File: config.mk
export PLATFORM = sky130hd
export DESIGN_NAME = dmem_ctrl
export DESIGN_NICKNAME = d
export VERILOG_FILES = /design/src/rtl/dmem_ctrl_pkg.sv /design/src/rtl/dmem_ctrl_store_buffer.sv /design/src/rtl/dmem_ctrl.sv
export SDC_FILE = /design/constraint.sdc
export NUM_CORES = 1
export LEC_CHECK = 0
export BUFFER_PORTS_ARGS = -buffer_cell sky130_fd_sc_hd__buf_2
export CORE_MARGIN = 2
export CORE_UTILIZATION = 32
export DETAILED_ROUTE_END_ITERATION = 16
export GPL_TIMING_DRIVEN = 0
export HOLD_SLACK_MARGIN = 0.1
export PLACE_DENSITY_LB_ADDON = 0.12
export SLEW_MARGIN = 20
export SYNTH_ARGS = -nofsm -noshare
export SYNTH_HDL_FRONTEND = slang
export SYNTH_SLANG_ARGS = --single-unit
File: constraint.sdc
create_clock -name clock -period 25.5 [get_ports clock]
set_input_delay 6.375 -clock clock [delete_from_list [all_inputs] [get_ports clock]]
set_output_delay 6.375 -clock clock [all_outputs]
set_load 0.03 [all_outputs]
File: src/rtl/dmem_ctrl_pkg.sv
// dmem_ctrl_pkg: shared types for the data-memory controller.
//   XLEN         - architectural address/data width
//   MEM_SIZE     - bus access size encoding
//   BUS_COMMAND  - proc2mem command encoding
//   DMEM_STATE   - load-side FSM states
//   SB_ENTRY     - one buffered, already-retired store
package dmem_ctrl_pkg;

    localparam int unsigned XLEN = 32;

    typedef enum logic [1:0] {
        BYTE   = 2'h0,
        HALF   = 2'h1,
        WORD   = 2'h2,
        DOUBLE = 2'h3
    } MEM_SIZE;

    typedef enum logic [1:0] {
        BUS_NONE  = 2'h0,
        BUS_LOAD  = 2'h1,
        BUS_STORE = 2'h2
    } BUS_COMMAND;

    typedef enum logic [1:0] {
        IDLE     = 2'h0,
        LD_WAIT  = 2'h1,
        LD_DRAIN = 2'h2
    } DMEM_STATE;

    typedef struct packed {
        logic [XLEN-1:0] addr;
        MEM_SIZE         size;
        logic [XLEN-1:0] data;
    } SB_ENTRY;

endpackage

File: src/rtl/dmem_ctrl_store_buffer.sv
// store_buffer: in-order FIFO of retired stores with a parallel line-address
// match port used to hold back loads that overlap a pending store.
//   clock, reset   - clock / async active-high reset
//   push, push_entry - enqueue a store (dropped if full and not popping)
//   pop            - dequeue the head (ignored when empty)
//   head_entry     - oldest buffered store
//   full, empty    - derived from the registered occupancy count
//   query_line     - 8-byte line address (addr[XLEN-1:3]) to match
//   hit            - some valid entry lies in query_line
module store_buffer
    import dmem_ctrl_pkg::*;
#(
    parameter int unsigned SB_DEPTH = 4,
    parameter int unsigned SB_IDX_W = $clog2(SB_DEPTH)
) (
    input  logic            clock,
    input  logic            reset,
    input  logic            push,
    input  SB_ENTRY         push_entry,
    input  logic            pop,
    output SB_ENTRY         head_entry,
    output logic            full,
    output logic            empty,
    input  logic [XLEN-4:0] query_line,
    output logic            hit
);

    SB_ENTRY               mem_q [SB_DEPTH];
    SB_ENTRY               mem_d [SB_DEPTH];
    logic [SB_IDX_W-1:0]   head_q, head_d;
    logic [SB_IDX_W-1:0]   tail_q, tail_d;
    logic [SB_IDX_W:0]     count_q, count_d;
    logic                  push_ok, pop_ok;

    assign full       = (count_q == (SB_IDX_W+1)'(SB_DEPTH));
    assign empty      = (count_q == '0);
    assign head_entry = mem_q[head_q];

    // A push into a full buffer is still taken when the head leaves in the same
    // cycle: the freed slot is exactly the one tail points at.
    assign push_ok = push && (!full || pop);
    assign pop_ok  = pop && !empty;

    always_comb begin
        mem_d   = mem_q;
        head_d  = head_q;
        tail_d  = tail_q;
        count_d = count_q + (SB_IDX_W+1)'(push_ok) - (SB_IDX_W+1)'(pop_ok);
        if (push_ok) begin
            mem_d[tail_q] = push_entry;
            tail_d        = tail_q + SB_IDX_W'(1);
        end
        if (pop_ok) begin
            head_d = head_q + SB_IDX_W'(1);
        end
    end

    // Entry i is valid when its distance from head is below the count.
    always_comb begin
        hit = 1'b0;
        for (int unsigned i = 0; i < SB_DEPTH; i++) begin
            if (({1'b0, SB_IDX_W'(i) - head_q} < count_q) &&
                (mem_q[i].addr[XLEN-1:3] == query_line)) begin
                hit = 1'b1;
            end
        end
    end

    always_ff @(posedge clock or posedge reset) begin
        if (reset) begin
            head_q  <= '0;
            tail_q  <= '0;
            count_q <= '0;
            for (int unsigned i = 0; i < SB_DEPTH; i++) begin
                mem_q[i] <= '0;
            end
        end else begin
            head_q  <= head_d;
            tail_q  <= tail_d;
            count_q <= count_d;
            mem_q   <= mem_d;
        end
    end

    always_ff @(posedge clock) begin
        if (!reset) begin
            assert (!(push && full && !pop))
                else $error("store_buffer: push while full, store dropped");
        end
    end

endmodule

File: src/rtl/dmem_ctrl.sv
// dmem_ctrl: arbitrates the single data-memory bus between buffered retired
// stores and one-at-a-time loads, and matches tagged load responses.
//   clock, reset        - clock / async active-high reset
//   st_*                - retire-stage store port; sb_full/sb_empty status
//   ld_valid/addr/size  - load request, held until ld_grant
//   ld_grant            - load accepted by memory this cycle
//   ld_done, ld_data    - one-cycle completion pulse with the returned line
//   flush               - abandon pending/outstanding load (stores unaffected)
//   proc2mem_*          - bus request; mem2proc_* - acceptance tag and completion
module dmem_ctrl
    import dmem_ctrl_pkg::*;
#(
    parameter int unsigned SB_DEPTH = 4,
    parameter int unsigned SB_IDX_W = $clog2(SB_DEPTH)
) (
    input  logic            clock,
    input  logic            reset,
    input  BUS_COMMAND      st_command,
    input  MEM_SIZE         st_size,
    input  logic [XLEN-1:0] st_addr,
    input  logic [XLEN-1:0] st_data,
    output logic            sb_full,
    output logic            sb_empty,
    input  logic            ld_valid,
    input  logic [XLEN-1:0] ld_addr,
    input  MEM_SIZE         ld_size,
    output logic            ld_grant,
    output logic            ld_done,
    output logic [63:0]     ld_data,
    input  logic            flush,
    output BUS_COMMAND      proc2mem_command,
    output logic [XLEN-1:0] proc2mem_addr,
    output MEM_SIZE         proc2mem_size,
    output logic [63:0]     proc2mem_data,
    input  logic [3:0]      mem2proc_response,
    input  logic [63:0]     mem2proc_data,
    input  logic [3:0]      mem2proc_tag
);

    DMEM_STATE  state_q, state_d;
    logic [3:0] tag_q, tag_d;
    SB_ENTRY    head;
    SB_ENTRY    push_entry;
    logic       push, pop, line_hit;
    logic       load_ok, sel_store, sel_load, accepted;

    assign push       = (st_command == BUS_STORE);
    assign push_entry = '{addr: st_addr, size: st_size, data: st_data};

    store_buffer #(
        .SB_DEPTH (SB_DEPTH),
        .SB_IDX_W (SB_IDX_W)
    ) u_sb (
        .clock      (clock),
        .reset      (reset),
        .push       (push),
        .push_entry (push_entry),
        .pop        (pop),
        .head_entry (head),
        .full       (sb_full),
        .empty      (sb_empty),
        .query_line (ld_addr[XLEN-1:3]),
        .hit        (line_hit)
    );

    // Bus arbitration: a full buffer forces the store head out first so
    // retire can make progress; otherwise loads win over background drain.
    always_comb begin
        load_ok   = (state_q == IDLE) && ld_valid && !flush && !line_hit;
        sel_store = 1'b0;
        sel_load  = 1'b0;
        if (!reset) begin
            if (sb_full) begin
                sel_store = 1'b1;
            end else if (load_ok) begin
                sel_load = 1'b1;
            end else if (!sb_empty) begin
                sel_store = 1'b1;
            end
        end
        accepted = (mem2proc_response != 4'h0);

        proc2mem_command = BUS_NONE;
        proc2mem_addr    = '0;
        proc2mem_size    = BYTE;
        proc2mem_data    = '0;
        if (sel_store) begin
            proc2mem_command = BUS_STORE;
            proc2mem_addr    = head.addr;
            proc2mem_size    = head.size;
            proc2mem_data    = 64'(head.data);
        end else if (sel_load) begin
            proc2mem_command = BUS_LOAD;
            proc2mem_addr    = ld_addr;
            proc2mem_size    = ld_size;
        end

        pop      = sel_store && accepted;
        ld_grant = sel_load && accepted;
    end

    // Load FSM. The saved tag is never 0 because only a nonzero response
    // counts as acceptance, so a tag of 0 on the bus can never match.
    always_comb begin
        state_d = state_q;
        tag_d   = tag_q;
        ld_done = 1'b0;
        ld_data = '0;
        unique case (state_q)
            IDLE: begin
                if (ld_grant) begin
                    state_d = LD_WAIT;
                    tag_d   = mem2proc_response;
                end
            end
            LD_WAIT: begin
                if (mem2proc_tag == tag_q) begin
                    state_d = IDLE;
                    if (!flush) begin
                        ld_done = 1'b1;
                        ld_data = mem2proc_data;
                    end
                end else if (flush) begin
                    state_d = LD_DRAIN;
                end
            end
            LD_DRAIN: begin
                if (mem2proc_tag == tag_q) begin
                    state_d = IDLE;
                end
            end
            default: state_d = IDLE;
        endcase
    end

    always_ff @(posedge clock or posedge reset) begin
        if (reset) begin
            state_q <= IDLE;
            tag_q   <= '0;
        end else begin
            state_q <= state_d;
            tag_q   <= tag_d;
        end
    end

endmodule
==> impl_metrics.json, run 1 <==
{
  "drt_iter0_drc": 521,
  "crit_fanout": 10,
  "synth_ff_type": "dfrtp_1",
  "async_flop_share_pct": 100,
  "core-area_sq_um": 46300,
  "synthTopCellsByArea": "dfrtp_1 47%, mux2_2 19%, mux4_2 10%",
  "hpwl_mm": 33.9,
  "viasPerCell": 4.85,
  "gp_congestion": 0.810,
  "max_stage_delay_ns": 0.41,
  "yosys_register_bits": 277,
  "holdPathStages": 1,
  "period_needed_ns": 15.71,
  "yosysTopAreaCellShare_pct": 46.6,
  "crit_top_cell": "buf_2",
  "holdPathEnd": "u_sb.mem_q[29]",
  "post-cts-setup-buffers": 0,
  "crit_arrival_ns": 9.34,
  "dr.pass1.iters": 4,
  "hold_start": "u_sb.mem_q[29]",
  "timing.rr.end": "u_sb.count_q[2]",
  "cellLeakagePower_nw": 8.56,
  "skew_ns": 0.0151,
  "drive_above_1_share_pct": 51.6,
  "clk_pin_slew_worst_paths_ns": 0.05,
  "start_util_pct": 32.2,
  "r2r_slack_ns": 20.76,
  "wl_per_cell_microns": 22.1,
  "synth_cell_types": 43,
  "period_share_pct": 61.6,
  "hold_viol": 0,
  "clock_latency_ns": 0.53,
  "drt.antenna.violating_nets": 0,
  "grt_use_met2_pct": 32.0,
  "cts-root-buf": "clkbuf_16",
  "vias": 10100,
  "p_sw_share_pct": 37.0,
  "io_buffers": 284,
  "powerDensity_nw_per_um2": 126,
  "yosysWarnings": 0,
  "top_usage_layer": "met2",
  "antenna_found_initial": 9,
  "htreeDepth": 2,
  "setup_viol": 0,
  "rr_startpoint": "u_sb.head_q[0]",
  "fin_setup_tns_ns": 0,
  "grt_usage_pct": 19.0,
  "die-width_microns": 220,
  "grt_max_degree": 92,
  "cts_buffer_depth": 3,
  "gr-usage-met3_pct": 3.93,
  "p_comb_share_pct": 44.5,
  "crit_chain": "buf_2 -> xnor2_1 -> nand4_1 -> nor4_1 -> a31o_1 -> o41a_2 -> buf_2 -> buf_2 -> and2_1 -> buf_2",
  "ctsResizeCount": 0,
  "grt_use_met1_pct": 25.0,
  "synth.most_common_cell": "dfrtp_1",
  "syn_area_sq_um": 14900,
  "cts_tree": "yes",
  "slew_viol_final": 0,
  "io_pins": 346,
  "die_area_sq_um": 48200,
  "drc": 0,
  "grt_first_pass_wirelength_mm": 67.1,
  "cp.required_ns": 19.12,
  "cp_slowest_cell": "xnor2_1",
  "worst_pin_slew_ns": 1.02,
  "synth_edf_count": 0,
  "syn_avg_cell_area_sq_um": 13.6,
  "die_y_microns": 220,
  "rows": 79,
  "num-nets-final": 1638,
  "p_sw_w": 0.000853,
  "yosysSeqAreaShare_pct": 46.6,
  "p_int_w": 0.00145,
  "synth_common_cells": "277 x dfrtp_1, 245 x mux2_2, 98 x and2_1",
  "end_kind": "output port",
  "clock-sinks": 277,
  "max_freq_mhz": 63.6,
  "relSlewSlack_pct": 31.8,
  "maxCapViolCount": 0,
  "cts_hold_buf": 0,
  "cts_inserted_buffers": 35,
  "reg2reg_depth": 18,
  "peakVddDrop_v": 0.0000568,
  "wl_mm": 45.8,
  "first_global_vias": 10400,
  "clockPowerShare_pct": 20.2,
  "grt_overflow": 0,
  "critPathBufInv": 4,
  "critPathLaunchType": "primary input",
  "pwr-share-seq_pct": 35.3,
  "post-route-util_pct": 39.6,
  "cp_top_family": "buffers and inverters",
  "synthCells": 1093,
  "rsz0062_at_grt": "false",
  "status": "finished clean",
  "areaGrowthSynthToFinish_pct": 23.2,
  "worst-setup-path-type": "in -> out",
  "hold_class": "reg -> reg",
  "synth.largest_area_cell": "dfrtp_1"
}
[flip-flops by register name (all words and copies together), names as in the netlist]
signal,flops
state_q,2
tag_q,4
u_sb.count_q,3
u_sb.head_q,2
u_sb.mem_q,264
u_sb.tail_q,2
[logic make-up (layout without fill, tap and decap cells)]
group / count (synthesis) / in the layout / synth area share [%]
compound gates: 46 / 46 / 2.72
xor+xnor: 126 / 126 / 7.42
fa+ha+maj: 11 / 11 / 0.975
buf+inv: 136 / 481 / 5.16
flops: 277 / 277 / 46.6
mux: 335 / 335 / 30.4
other cells: 1 / 34 / 0.0252
simple gates: 161 / 161 / 6.67
[routing by layer]
| layer | routed length (microns) | part of all wire [%] |
|---|---|---|
| met1 | 19900 | 44 |
| met5 | 23 | 0.050 |
| met4 | 845 | 1.8 |
| met2 | 22400 | 49 |
| met3 | 2620 | 5.7 |
[how the worst max path moves through the flow]
stage,startpoint,endpoint,slack [ns],cells after the start
3_5_place_dp,ld_addr[17],proc2mem_data[12],9.82,10
2_1_floorplan,ld_addr[22],proc2mem_data[10],10.97,9
5_1_grt,ld_addr[17],proc2mem_data[12],9.66,10
4_1_cts,ld_addr[17],proc2mem_data[12],9.79,10
6_report,ld_addr[17],proc2mem_data[12],9.79,10
3_3_place_gp,reset,u_sb.mem_q[102],7.39,2
[placed cells by master, fill, tap and decap left out, types with 2 or more instances in the layout]
| master | Yosys | final |
|---|---|---|
| clkbuf_16 | 0 | 37 |
| nand3_1 | 3 | 3 |
| xor2_1 | 90 | 90 |
| nand2b_1 | 2 | 2 |
| mux4_2 | 66 | 66 |
| mux2_4 | 4 | 4 |
| nor4_1 | 21 | 21 |
| ha_1 | 10 | 10 |
| buf_2 | 53 | 337 |
| dfrtp_1 | 277 | 277 |
| conb_1 | 1 | 32 |
| a22o_1 | 34 | 34 |
| o21ai_0 | 2 | 2 |
| mux2_1 | 20 | 20 |
| buf_4 | 49 | 50 |
| nand2_1 | 9 | 9 |
| nor3_1 | 3 | 3 |
| buf_16 | 0 | 3 |
| nand4_1 | 12 | 12 |
| nor2_1 | 6 | 6 |
| and2_1 | 98 | 98 |
| inv_1 | 12 | 11 |
| mux2_2 | 245 | 245 |
| diode_2 | 0 | 2 |
| clkbuf_1 | 20 | 33 |
| clkbuf_8 | 0 | 4 |
| xnor2_1 | 36 | 36 |
[cell type report]
| type | instances | area (sq um) |
|---|---|---|
| antenna | 2 | 5.00 |
| buffer | 124 | 724 |
| clock buffer | 55 | 1030 |
| clock inverter | 2 | 13.8 |
| fill | 4469 | 27900 |
| inverter | 12 | 52.6 |
| multi-input combinational | 711 | 7300 |
| sequential | 277 | 6930 |
| tap | 607 | 759 |
| timing repair buffer | 288 | 1510 |
[metrics by stage]
stage | hold WS (ns) | instances | setup WS [ns] | instance area (sq um) | power [W]
finish | 0.483 | 2078 | 9.79 | 18300 | 0.00230
global route | 0.502 | 2076 | 9.66 | 18300 | 0.00245
global placement | 0.472 | 2015 | 7.39 | 17200 | 0.00184
floorplan | 0.459 | 1124 | 10.97 | 15000 | 0.00154
CTS | 0.492 | 2076 | 9.79 | 18300 | 0.00234
detailed placement | 0.479 | 2019 | 9.82 | 17300 | 0.00186
[power by group through the flow]
| stage | clock, W | sequential (W) | combinational (W) |
|---|---|---|---|
| floorplan | 0 | 0.000771 | 0.000772 |
| global placement | 0 | 0.000812 | 0.00103 |
| detailed placement | 0 | 0.000817 | 0.00104 |
| CTS | 0.000483 | 0.000811 | 0.00104 |
| global route | 0.000500 | 0.000841 | 0.00110 |
| finish | 0.000465 | 0.000813 | 0.00103 |
Note: power is estimated with default switching activity, not from simulation.
==> inputs of run 2 (changes only) <==
- ABC_AREA: not set -> 1
- clock period: 25.5 -> 15.2 ns (I/O delays scaled with it)
==> impl_metrics.json, run 2 <==
{
  "p_sw_w": 0.00170,
  "start_util_pct": 32.2,
  "drt_iter0_drc": 1063,
  "viasPerCell": 4.86,
  "crit_fanout": 10,
  "status": "finished clean",
  "p_sw_share_pct": 44.1,
  "hold_class": "reg -> reg",
  "final_cell_mix": "550 x nand2_1, 336 x buf_2, 299 x o21ai_0",
  "largest_reg_flops": 264,
  "dr.pass1.iters": 5,
  "crit_arrival_ns": 6.13,
  "clockPowerShare_pct": 22.2,
  "htreeDepth": 2,
  "antenna_found_initial": 7,
  "holdPathStages": 2,
  "die-width_microns": 222,
  "yosys_register_bits": 277,
  "worst_pin_slew_ns": 0.957,
  "yosysSeqAreaShare_pct": 45.4,
  "drt.antenna.violating_nets": 0,
  "path_depth": 13,
  "peakVddDrop_v": 0.0000798,
  "cp_slowest_cell": "o21ai_0",
  "num-nets-final": 2579,
  "grt_max_degree": 92,
  "max_stage_delay_ns": 0.45,
  "async_flop_share_pct": 100,
  "wl_mm": 57.4,
  "skew_ns": 0.0189,
  "n_fill_cell": 5031,
  "cts-root-buf": "clkbuf_16",
  "core-area_sq_um": 47400,
  "powerDensity_nw_per_um2": 204,
  "period_share_pct": 65.3,
  "cts_hold_buf": 0,
  "drive_above_1_share_pct": 19.0,
  "max_freq_mhz": 101,
  "synthCells": 2031,
  "p_comb_share_pct": 43.9,
  "top_regs": "u_sb.mem_q: 264 flops, tag_q: 4 flops, u_sb.count_q: 3 flops",
  "drc": 0,
  "crit_start": "ld_addr[5]",
  "synth_ff_type": "dfrtp_1",
  "vias": 14700,
  "final_common_cell": "nand2_1",
  "grt_first_pass_wirelength_mm": 88.3,
  "rsz0062_at_grt": "false",
  "p_int_w": 0.00216,
  "fin_setup_tns_ns": 0,
  "cts_tree": "yes",
  "post-cts-setup-buffers": 0,
  "clk_pin_slew_worst_paths_ns": 0.06,
  "areaGrowthSynthToFinish_pct": 23.6,
  "ctsResizeCount": 0,
  "synth.largest_area_cell": "dfrtp_1",
  "period_needed_ns": 9.93,
  "grt_overflow": 0,
  "hold_viol": 0,
  "syn_avg_cell_area_sq_um": 7.52,
  "io_buffers": 287,
  "crit_top_cell": "nor2_1",
  "io_pins": 346,
  "synthTopCellsByArea": "dfrtp_1 45%, nand2_1 14%, o21ai_0 9.8%",
  "synth_cell_types": 33,
  "gp_congestion": 0.857,
  "yosysWarnings": 0,
  "cp_top_family": "simple AND/OR/NAND/NOR gates",
  "wl_per_cell_microns": 18.9,
  "clock-sinks": 277,
  "cp.required_ns": 11.40,
  "ff_latch_area_sq_um": 6930,
  "first_global_vias": 14800,
  "synth.most_common_cell": "nand2_1",
  "end_kind": "output port",
  "pwr-share-seq_pct": 33.9,
  "yosysTopAreaCellShare_pct": 45.4,
  "rows": 80,
  "multi_input_area_sq_um": 6510,
  "critPathBufInv": 3,
  "critPathLaunchType": "primary input",
  "reg2reg_depth": 23,
  "grt_usage_pct": 23.1,
  "cts_buffer_depth": 3,
  "cts_inserted_buffers": 36,
  "slew_viol_final": 0,
  "die_y_microns": 222,
  "top_register": "u_sb.mem_q",
  "synth_edf_count": 0,
  "relSlewSlack_pct": 36.2,
  "maxCapViolCount": 0,
  "hold_start": "u_sb.mem_q[68]",
  "setup_viol": 0,
  "syn_area_sq_um": 15300,
  "hpwl_mm": 41.0,
  "worst-setup-path-type": "in -> out",
  "die_area_sq_um": 49500,
  "synth_common_cells": "550 x nand2_1, 299 x o21ai_0, 278 x inv_1",
  "clock_latency_ns": 0.55,
  "rr_startpoint": "u_sb.head_q[0]",
  "crit_chain": "buf_2 -> xor2_1 -> nor2_1 -> nand3_1 -> nor2_1 -> nand3_1 -> nand2_1 -> nor2_1 -> nand3_2 -> nand2_2 -> clkbuf_2 -> o21ai_0 -> buf_2",
  "cellLeakagePower_nw": 9.73,
  "post-route-util_pct": 39.7
}
==> run 2: cell count changes in the layout (fill, tap and decap cells not counted), moves of 98 or more <==
cell,previous run,this run
nand2_1,9,550
nor2_1,6,156
mux2_2,245,0
inv_1,11,277
and2_1,98,0
o21ai_0,2,299
==> run 2: final cells by class <==
| class | count | area share (%) |
|---|---|---|
| multi-input cells | 1330 | 34.5 |
| clock buffers | 53 | 5.71 |
| well taps | 615 | 4.08 |
| inverters | 285 | 5.71 |
| clock inverters | 12 | 0.524 |
| repair buffers | 290 | 8.05 |
| diodes | 3 | 0.0398 |
| plain buffers | 170 | 4.58 |
| flip-flops and latches | 277 | 36.8 |
==> run 2: through the flow <==
| stage | power (W) | std cells | area [sq um] | hold WS, ns | setup WS (ns) |
|---|---|---|---|---|---|
| 2_1_floorplan | 0.00242 | 2062 | 15400 | 0.465 | 3.76 |
| 3_3_place_gp | 0.00298 | 2964 | 17600 | 0.482 | -0.277 |
| 3_5_place_dp | 0.00301 | 2967 | 17700 | 0.487 | 5.33 |
| 4_1_cts | 0.00388 | 3032 | 18900 | 0.500 | 5.32 |
| 5_1_grt | 0.00414 | 3032 | 18900 | 0.519 | 5.03 |
| 6_report | 0.00385 | 3035 | 18900 | 0.500 | 5.27 |
==> run 2: worst reg2reg max path: cells and delay by family, from the launching register on <==
| family | cells | cell delay, ns |
|---|---|---|
| fa+ha+maj | 4 | 0.99 |
| simple gates | 9 | 1.01 |
| xor+xnor | 1 | 0.17 |
| buf+inv | 8 | 1.09 |
| compound gates | 1 | 0.14 |
| flops | 1 | 0.43 |
==> run 2: kinds of logic (layout without fill, tap and decap cells) <==
family                     count (synthesis)  count (layout)  synth area share (%)
AOI/OAI and AO/OA                        447             447                  16.9
xor gates and xnor gates                  84              84                  4.82
adders and majority gates                 11              11                 0.951
buffers and inverters                    455             810                  12.7
DFF                                      277             277                  45.4
other                                      1              35                0.0246
and+or+nand+nor                          756             756                  19.2
==> run 2: path summary, 6_finish.rpt <==
| check | endpoint | slack (ns) |
|---|---|---|
| max in group asynchronous | u_sb.mem_q[50] | 10.96 |
| min | u_sb.mem_q[68] | 0.50 |
| max | proc2mem_addr[10] | 5.27 |
| min in group asynchronous | tag_q[2] | 3.34 |
| max reg2reg | u_sb.count_q[2] | 11.25 |
| min reg2reg | u_sb.mem_q[68] | 0.50 |
==> run 2: per-layer routing <==
metal	vias up	GRT usage [%]	routed length [microns]
li1	7117	-	-
met2	468	37.9	26800
met4	10	8.01	1580
met3	101	4.03	3550
met5	-	0	73
met1	7040	30.9	25500
==> run 2: power by group through the flow <==
stage                     combinational [W]  clock (W)  sequential (W)
final                               0.00169   0.000856         0.00131
after global routing                0.00189   0.000903         0.00135
after CTS                           0.00170   0.000875         0.00131
after detailed placement            0.00170          0         0.00131
after global placement              0.00167          0         0.00131
after floorplan                     0.00116          0         0.00126
==> inputs of run 3 (changes only) <==
- ABC_AREA: 1 -> 0
- clock period: 15.2 -> 9.6 ns (I/O delays scaled with it)
==> impl_metrics.json, run 3 (synthesized netlist as in run 1, its figures left out) <==
{
  "status": "finished clean",
  "hpwl_mm": 33.9,
  "final_common_cell": "buf_2",
  "antenna_found_initial": 10,
  "drc": 0,
  "max_freq_mhz": 129,
  "ctsResizeCount": 0,
  "num-nets-final": 1645,
  "final_cell_mix": "337 x buf_2, 277 x dfrtp_1, 245 x mux2_2",
  "first_global_vias": 10300,
  "crit_top_cell": "buf_2",
  "antenna_cells": 0,
  "wl_per_cell_microns": 21.8,
  "peakVddDrop_v": 0.000194,
  "cts_inserted_buffers": 36,
  "gp_congestion": 0.816,
  "cp_top_family": "simple AND/OR/NAND/NOR gates",
  "dr.pass1.iters": 4,
  "post-route-util_pct": 40.1,
  "holdPathStages": 1,
  "period_needed_ns": 7.73,
  "rows": 79,
  "period_share_pct": 80.5,
  "clockPowerShare_pct": 21.2,
  "cp_slowest_cell": "nor4b_4",
  "io_buffers": 284,
  "cts-root-buf": "clkbuf_16",
  "pwr-share-seq_pct": 34.7,
  "wl_mm": 45.5,
  "clock_latency_ns": 0.55,
  "die_y_microns": 220,
  "reg2reg_depth": 18,
  "path_depth": 9,
  "p_int_w": 0.00392,
  "critPathBufInv": 3,
  "cts_hold_buf": 0,
  "p_sw_w": 0.00227,
  "skew_ns": 0.0261,
  "hold_viol": 0,
  "cp.required_ns": 7.20,
  "clock-sinks": 277,
  "grt_max_degree": 33,
  "end_kind": "output port",
  "grt_usage_pct": 18.8,
  "die-width_microns": 220,
  "start_util_pct": 32.2,
  "cts_buffer_depth": 3,
  "powerDensity_nw_per_um2": 334,
  "slew_viol_final": 0,
  "relSlewSlack_pct": 27.5,
  "crit_arrival_ns": 5.33,
  "fin_setup_tns_ns": 0,
  "crit_chain": "buf_2 -> xor2_1 -> nor4_1 -> nand4_1 -> o22ai_2 -> nor4b_4 -> buf_2 -> a22o_1 -> buf_2",
  "viasPerCell": 4.81,
  "cellLeakagePower_nw": 8.67,
  "die_area_sq_um": 48200,
  "cts_tree": "yes",
  "maxCapViolCount": 0,
  "top_regs": "u_sb.mem_q: 264 flops, tag_q: 4 flops, u_sb.count_q: 3 flops",
  "post-cts-setup-buffers": 0,
  "areaGrowthSynthToFinish_pct": 24.6,
  "worst_pin_slew_ns": 1.08,
  "p_sw_share_pct": 36.7,
  "p_comb_share_pct": 44.0,
  "largest_reg_flops": 264,
  "drt.antenna.violating_nets": 0,
  "drive_above_1_share_pct": 52.2,
  "worst-setup-path-type": "in -> out",
  "top_register": "u_sb.mem_q",
  "grt_first_pass_wirelength_mm": 66.2,
  "htreeDepth": 2,
  "rsz0062_at_grt": "false",
  "crit_fanout": 10,
  "drt_iter0_drc": 429,
  "grt_overflow": 0,
  "core-area_sq_um": 46300,
  "max_stage_delay_ns": 0.91,
  "setup_viol": 0,
  "critPathLaunchType": "primary input",
  "clk_pin_slew_worst_paths_ns": 0.05,
  "hold_class": "reg -> reg",
  "vias": 10100,
  "io_pins": 346
}
## run 3: worst paths after layout
| check | to | slack, ns | startpoint |
|---|---|---|---|
| hold / removal | u_sb.mem_q[33] | 0.49 | u_sb.mem_q[33] |
| setup / recovery | proc2mem_addr[9] | 1.87 | ld_addr[25] |
| setup reg to reg | u_sb.count_q[2] | 4.98 | u_sb.head_q[0] |
| max in group asynchronous | u_sb.mem_q[246] | 6.47 | reset |
| hold reg to reg | u_sb.mem_q[33] | 0.49 | u_sb.mem_q[33] |
| min in group asynchronous | u_sb.mem_q[21] | 1.93 | reset |
## run 3: power by group through the flow
stage	clock [W]	sequential [W]	combinational (W)
4_1_cts	0.00136	0.00215	0.00277
3_3_place_gp	0	0.00216	0.00273
6_report	0.00132	0.00215	0.00273
3_5_place_dp	0	0.00217	0.00276
2_1_floorplan	0	0.00205	0.00205
5_1_grt	0.00141	0.00223	0.00294
## run 3: area by class of cell
cell class	count	area, sq um
Sequential cell	277	6930
Multi-Input combinational cell	711	7300
Inverter	12	48.8
Clock buffer	57	1080
Clock inverter	6	62.6
Tap cell	607	759
Timing Repair Buffer	294	1640
Buffer	124	726
Fill cell	4457	27700
## run 3: metal layers
layer | track usage (%) | part of all wire, %
met5 | 0 | 0.14
met2 | 31.2 | 48
met3 | 4.46 | 6.5
met4 | 4.27 | 1.8
met1 | 24.8 | 44
## run 3: through the flow
step / hold slack, ns / area, sq um / setup WS (ns) / std cells / power [W]
final: 0.488 / 18500 / 1.87 / 2088 / 0.00620
after global routing: 0.500 / 18500 / 1.76 / 2088 / 0.00658
after CTS: 0.491 / 18500 / 1.83 / 2088 / 0.00628
after detailed placement: 0.479 / 17400 / 1.85 / 2025 / 0.00493
after global placement: 0.474 / 17200 / 1.41 / 2015 / 0.00488
after floorplan: 0.459 / 15000 / 3.02 / 1124 / 0.00410
